`src/rtl/multi_sync_if.sv`:
```
// multi_sync_if: asynchronous inputs and synchronised level/edge outputs of multi_sync
interface multi_sync_if #(parameter int WIDTH = 4);
  logic [WIDTH-1:0] i_async_sig, o_q, o_rise, o_fall;
  modport master (output i_async_sig, input o_q, o_rise, o_fall);
  modport slave (input i_async_sig, output o_q, o_rise, o_fall);
endinterface

```
`src/rtl/multi_sync.sv`:
```
// multi_sync: per-channel CDC synchroniser, glitch filter under MULTI_SYNC_FILTER_EN, registered rise/fall pulses
module multi_sync #(
  parameter int WIDTH = 4,
  parameter int STAGES = 2,
  parameter int FILTER_LEN = 3
) (
  input logic clk,
  input logic rst,
  multi_sync_if.slave bus
);
  if (STAGES < 2) begin : g_bad_stages
    $error("multi_sync: STAGES must be at least 2");
  end
  if (FILTER_LEN < 1) begin : g_bad_filter
    $error("multi_sync: FILTER_LEN must be at least 1");
  end
  logic [WIDTH-1:0] r_sync [STAGES];
  logic [WIDTH-1:0] r_q, r_rise, r_fall, w_s, w_q_nxt;
  always_ff @(posedge clk) begin
    if (rst) begin
      for (int k = 0; k < STAGES; k++) r_sync[k] <= '0;
    end else begin
      r_sync[0] <= bus.i_async_sig;
      for (int k = 1; k < STAGES; k++) r_sync[k] <= r_sync[k-1];
    end
  end
  assign w_s = r_sync[STAGES-1];
`ifdef MULTI_SYNC_FILTER_EN
  localparam int CW = $clog2(FILTER_LEN + 1);
  localparam logic [CW-1:0] TOP = CW'(FILTER_LEN - 1);
  logic [CW-1:0] r_cnt [WIDTH];
  always_comb begin
    w_q_nxt = r_q;
    for (int i = 0; i < WIDTH; i++)
      w_q_nxt[i] = (w_s[i] != r_q[i] && r_cnt[i] == TOP) ? w_s[i] : r_q[i];
  end
  always_ff @(posedge clk) begin
    for (int i = 0; i < WIDTH; i++)
      r_cnt[i] <= (rst || w_s[i] == r_q[i] || r_cnt[i] == TOP) ? '0 : r_cnt[i] + 1'b1;
  end
`else
  assign w_q_nxt = w_s;
`endif
  always_ff @(posedge clk) begin
    if (rst) begin
      r_q <= '0;
      r_rise <= '0;
      r_fall <= '0;
    end else begin
      r_q <= w_q_nxt;
      r_rise <= w_q_nxt & ~r_q;
      r_fall <= ~w_q_nxt & r_q;
    end
  end
  assign bus.o_q = r_q;
  assign bus.o_rise = r_rise;
  assign bus.o_fall = r_fall;
endmodule

```
`src/flat_wrapper.sv`:
```
// flat-port wrapper written by rule: the top's interface ports become plain ports
module multi_sync_flat 
#(
  parameter int WIDTH = 4,
  parameter int STAGES = 2,
  parameter int FILTER_LEN = 3
)
  (clk, rst, bus_i_async_sig, bus_o_q, bus_o_rise, bus_o_fall);
  multi_sync_if #(.WIDTH(WIDTH)) bus_i ();
  input logic clk;
  input logic rst;
  input wire logic [$bits(bus_i.i_async_sig)-1:0] bus_i_async_sig;
  output wire logic [$bits(bus_i.o_q)-1:0] bus_o_q;
  output wire logic [$bits(bus_i.o_rise)-1:0] bus_o_rise;
  output wire logic [$bits(bus_i.o_fall)-1:0] bus_o_fall;
  assign bus_i.i_async_sig = bus_i_async_sig;
  assign bus_o_q = bus_i.o_q;
  assign bus_o_rise = bus_i.o_rise;
  assign bus_o_fall = bus_i.o_fall;
  multi_sync #(.WIDTH(WIDTH), .STAGES(STAGES), .FILTER_LEN(FILTER_LEN)) u_core (.clk(clk), .rst(rst), .bus(bus_i));
endmodule
```
`config.mk`:
```
export PLATFORM = sky130hd
export DESIGN_NAME = multi_sync_flat
export DESIGN_NICKNAME = d
export VERILOG_FILES = /design/src/rtl/multi_sync_if.sv /design/src/rtl/multi_sync.sv /design/src/flat_wrapper.sv
export SDC_FILE = /design/constraint.sdc
export NUM_CORES = 1
export LEC_CHECK = 0
export CAP_MARGIN = 25
export CORE_UTILIZATION = 25
export DETAILED_ROUTE_END_ITERATION = 16
export HOLD_SLACK_MARGIN = 0.12
export SLEW_MARGIN = 20
export SYNTH_ARGS = -nofsm -noshare
export SYNTH_HDL_FRONTEND = slang
export SYNTH_SLANG_ARGS = --single-unit
```
`constraint.sdc`:
```
create_clock -name clk -period 0.8 [get_ports clk]
set_input_delay 0.24 -clock clk [delete_from_list [all_inputs] [get_ports clk]]
set_output_delay 0.24 -clock clk [all_outputs]
set_load 0.01 [all_outputs]
```
Yosys cells after proc, flatten, opt, wreduce, memory -nomap -nowiden
Memories as Yosys holds them, arrays and structs flattened.
Index checks and enable logic that the tools add are counted.
{"block": "word_totals", "output_inout_bits": 12, "n_memories": 1, "inputBits": 6, "ff_bits": 12, "ram_bits": 8}
{"block": "op_classes", "muxes": 5, "bitwise": 6}
{"name": "u_core.r_sync", "words": 2, "width": 4, "read_ports": 2, "rd_clocked_by_memory_dff": 0, "write_ports": 2, "line_no": "multi_sync.sv:17", "text": "logic [WIDTH-1:0] r_sync [STAGES];"}
{"operator": "$and A4 B4 Y4", "count": 2}
{"operator": "$mux W4", "count": 2}
{"operator": "$not A4 Y4", "count": 2}
{"operator": "$mux W1", "count": 3}
{"operator": "$or A1 B1 Y1", "count": 2}

Depth between registers and ports, before layout
{"block": "depth", "ltp_word": 3, "depth_mapped": 2, "ltp_nobuf": 1}

Worst setup path before layout
No wires, ideal clock.
{"block": "synth_timing", "kind": "reg-to-output", "from": "reg u_core.r_q[0] (netlist: u_core.bus.o_q[0])", "to": "out bus_o_q[0]", "t_arrival_ps": 369, "path_stages_with_launch": 1, "path_slack_ps": 191, "n_path_buf": 0, "path_cell_list": "dfxtp_1"}
{"element": "from (decl)", "line_no": "multi_sync.sv:18", "text": "logic [WIDTH-1:0] r_q, r_rise, r_fall, w_s, w_q_nxt;"}
{"element": "from (signal assigned)", "line_no": "multi_sync.sv:50", "text": "r_q <= w_q_nxt;"}
{"element": "to (decl)", "line_no": "flat_wrapper.sv:13", "text": "output wire logic [$bits(bus_i.o_q)-1:0] bus_o_q;"}
No word-level cell between the ends.

Final worst setup path
{"block": "layout_timing", "from": "reg u_core.r_q[3] (netlist: u_core.bus.o_q[3])", "to": "out bus_o_q[3]"}
No word-level cell between the ends.

==> implementation parameters <==
Parameter                              Value

Layout
  Final non-filler cell total ... 95
  Share of layout cells above drive strength 1 ... between 60 and 70%
  Summed area of non-filler cells in the final layout ... between 800 and 900 µm²
  Utilization of the core after routing ... 38.8%
  Number of antenna repair diodes ... 0
  Synthesis-to-layout area growth ... 42.6%
  Number of filler instances in the final layout ... around 230
  Final Net Count ... 74

Hold path
  Sink of the worst hold path ... u_core.bus.o_q[2]$_SDFF_PP0_
  Startpoint of the worst hold path ... rst
  HP Class ... in -> reg
  Cells on Worst Hold Path ... 3

Global route
  Overall routing resource usage ... under 10%
  Wire length of the first global-routing pass ... between 1 and 1.5 mm
  Antenna violations before repair ... 0
  Via count of the first global-routing pass ... 334
  GR Overflow Total ... 0
  Maximum number of pins on one net before global-route repair ... 13

Placement
  Placed cell areas ... roughly 840 µm²
  Gpl congestion ... 0.653
  Post-placement setup slack ... -321 ps
  Count of buffers from port buffering ... 17
  Placed cells ... 90

Setup path
  Buffers & Inverters on Critical Path ... 1
  Reg2reg end ... u_core.bus.o_fall[3]$_SDFF_PP0_
  Startpoint of the worst register-to-register path ... u_core.bus.o_q[3]$_SDFF_PP0_
  Worst path slowest cell ... dfxtp_2
  CP Launch Type ... register
  Signal arrival time at the worst endpoint ... 750 ps
  Worst EP required ... 560 ps
  Capturing element type of the critical path ... primary output
  Category of the critical setup timing path ... reg -> out
  Cells along the critical path ... buf_6
  Critical path's largest stage delay ... 340 ps
  Family with the most delay on the worst path ... flip-flops
  Worst-path maximum fanout ... 2
  Setup slack of the most critical reg-to-reg path ... approximately 100 ps
  Depth of the most critical reg-to-reg path ... 2

Timing
  Worst Max-Slew Pin Slew ... 126 ps
  Maximum clock skew at final layout ... 7.77 ps
  Smallest setup slack after layout ... -191 ps
  Total count of hold-check failures in the final report ... 0
  Remaining max-slew budget at the tightest pin ... between 90% and 100%
  Number of pins with negative max-slew slack in the final report ... 0
  Fin crit period ... around 990 ps
  Maximum achievable frequency ... approximately 1000 MHz
  Final setup violation count ... 12
  RSZ-0062 raised after global routing ... yes
  Period utilisation layout ... 124%

CTS
  Clock root buffer ... clkbuf_4
  CTS Buf Count ... 3
  CTS max path bufs ... 2
  Number of clock sinks ... 20
  CTS Hold Bufs ... 0
  Insertion delay of the later-clocked pin in the worst-skew pair ... about 300 ps
  TritonCTS clock tree ... done
  Reg clk slew, reported paths ... roughly 110 ps
  H-tree depth reported by CTS ... 1

Synthesis
  Avg Cell Area, Syn ... between 10 and 15 µm²
  Top area cells in the synthesized netlist ... dfxtp_1 (65%), nor3b_2 (16%), nor2b_2 (14%), nor2b_1 (2.0%), buf_6 (1.8%)
  FF+latch count, synth ... 20
  Yosys warns ... 0
  Sequential cell area fraction in the yosys report ... between 60 and 70%
  Post-synthesis net count ... 48
  Number of unique standard cell types used by synthesis ... 6
  Gate Count Post-Synth ... 42
  Mapped Area ... about 620 µm²
  Cell type contributing the most total cell area after synthesis ... dfxtp_1
  Top-area cell type share of the netlist area ... 64.6%

Floorplan
  Die Ht ... just over 50 µm
  Core outline area ... approximately 0.0023 mm²
  Horizontal die dimension ... 51.8 µm
  Starting utilization of the core area ... between 20 and 30%
  Number of standard-cell rows in the floorplan ... 17
  Overall die area ... ~0.0027 mm²
  IO Pins ... 18

Power and ir drop
  Maximum resistive drop on vdd ... approximately 1200 µV
  Overall power after layout ... between 1.5 and 2 mW
  PwrDens ... 2230 mW/mm²
  Static Leak ... 0.386 nW

Routing
  Per-cell routed wire length ... between 8 and 9 µm
  Routed via count ... ~360
  DR vias/cell ... 3.76
  Final WL ... ~830 µm
  Router iterations before antenna repair ... 1
  Initial drt markers ... 0
  DRC viols ... 0
  Post-DRT Antenna Nets ... 0

Status
  Outcome ... finished, violations left
  Violations in the final reports ... setup timing

Flow run
  Max-cap violations ... 0
[layer usage]
metal	vias to the layer above	GRT usage (%)	part of all wire, %
met4	0	6.76	0
met5	-	0	0
met1	160	8.39	49
met3	0	4.09	8.7
li1	185	-	-
met2	12	9.96	43
[state kept, by name, indices dropped and copies added, names as in the netlist]
name,cells
u_core.r_sync,8
u_core.bus.o_fall,4
u_core.bus.o_q,4
u_core.bus.o_rise,4
[worst register-to-register path, cell delays in order (launching register included)]
cell     delay [ps]
dfxtp_2         340
buf_4           130
nor3b_2         140
[what timing repair did]
action | 4_1_cts | 5_1_grt
setup buffers | 1 | 0
resized for setup | 56 | 3
endpoints found under the hold margin | 0 | 0
endpoints found under the setup margin | 12 | 23
gates cloned | 0 | 0
[Yosys cell counts (all sizes together)]
master and count:
nor3b 8, dfxtp 20, nor2b 12, buf 2
[worst max-delay path by stage]
| stage | to | cells after the start | from |
|---|---|---|---|
| 6_report | bus_o_q[3] | 1 | u_core.bus.o_q[3]$_SDFF_PP0_ |
| 3_5_place_dp | bus_o_q[2] | 1 | u_core.bus.o_q[2]$_SDFF_PP0_ |
| 4_1_cts | bus_o_q[3] | 1 | u_core.bus.o_q[3]$_SDFF_PP0_ |
| 2_1_floorplan | bus_o_q[0] | 0 | u_core.bus.o_q[0]$_SDFF_PP0_ |
| 3_3_place_gp | bus_o_q[2] | 1 | u_core.bus.o_q[2]$_SDFF_PP0_ |
| 5_1_grt | bus_o_rise[2] | 1 | u_core.bus.o_rise[2]$_SDFF_PP0_ |
[layout by cell type, fill, tap and decap left out]
cell	count
clkdlybuf4s50_1	4
dfxtp_1	16
nor3b_2	8
dfxtp_2	4
buf_6	6
buf_2	8
nor2b_1	2
nor2b_2	10
buf_4	4
bufinv_16	1
clkbuf_4	3
dlymetal6s2s_1	1
[through the flow]
stage               setup TNS [ps]  hold WS, ps
CTS                          -2390          453
detailed placement           -9060          423
floorplan                        0          369
global route                 -2790          334
finish                       -2120          330
global placement             -8950          418
[where the power goes]
group / leakage (nW) / switching [mW] / internal [mW] / total (mW)
Clock: 0.0279 / 0.301 / 0.506 / 0.807
Combinational: 0.193 / 0.0463 / 0.0781 / 0.124
Sequential: 0.165 / 0.0126 / 1.03 / 1.04
Total: 0.386 / 0.360 / 1.61 / 1.97
[cell type report]
type	instances	area (µm²)	area share, %
clock buffers	3	22.5	2.55
clock inverters	1	30.0	3.40
multi-input cells	20	200	22.7
flip-flops and latches	20	405	45.9
well taps	28	35.0	3.97
repair buffers	23	190	21.5
[logic make-up (layout without fill, tap and decap cells)]
kind of cell / count (synthesis) / after routing / synth area share, %
and+or+nand+nor: 20 / 20 / 32.3
buffers and inverters: 2 / 27 / 3.03
DFF: 20 / 20 / 64.6
Note: power is estimated with default switching activity, not from simulation.
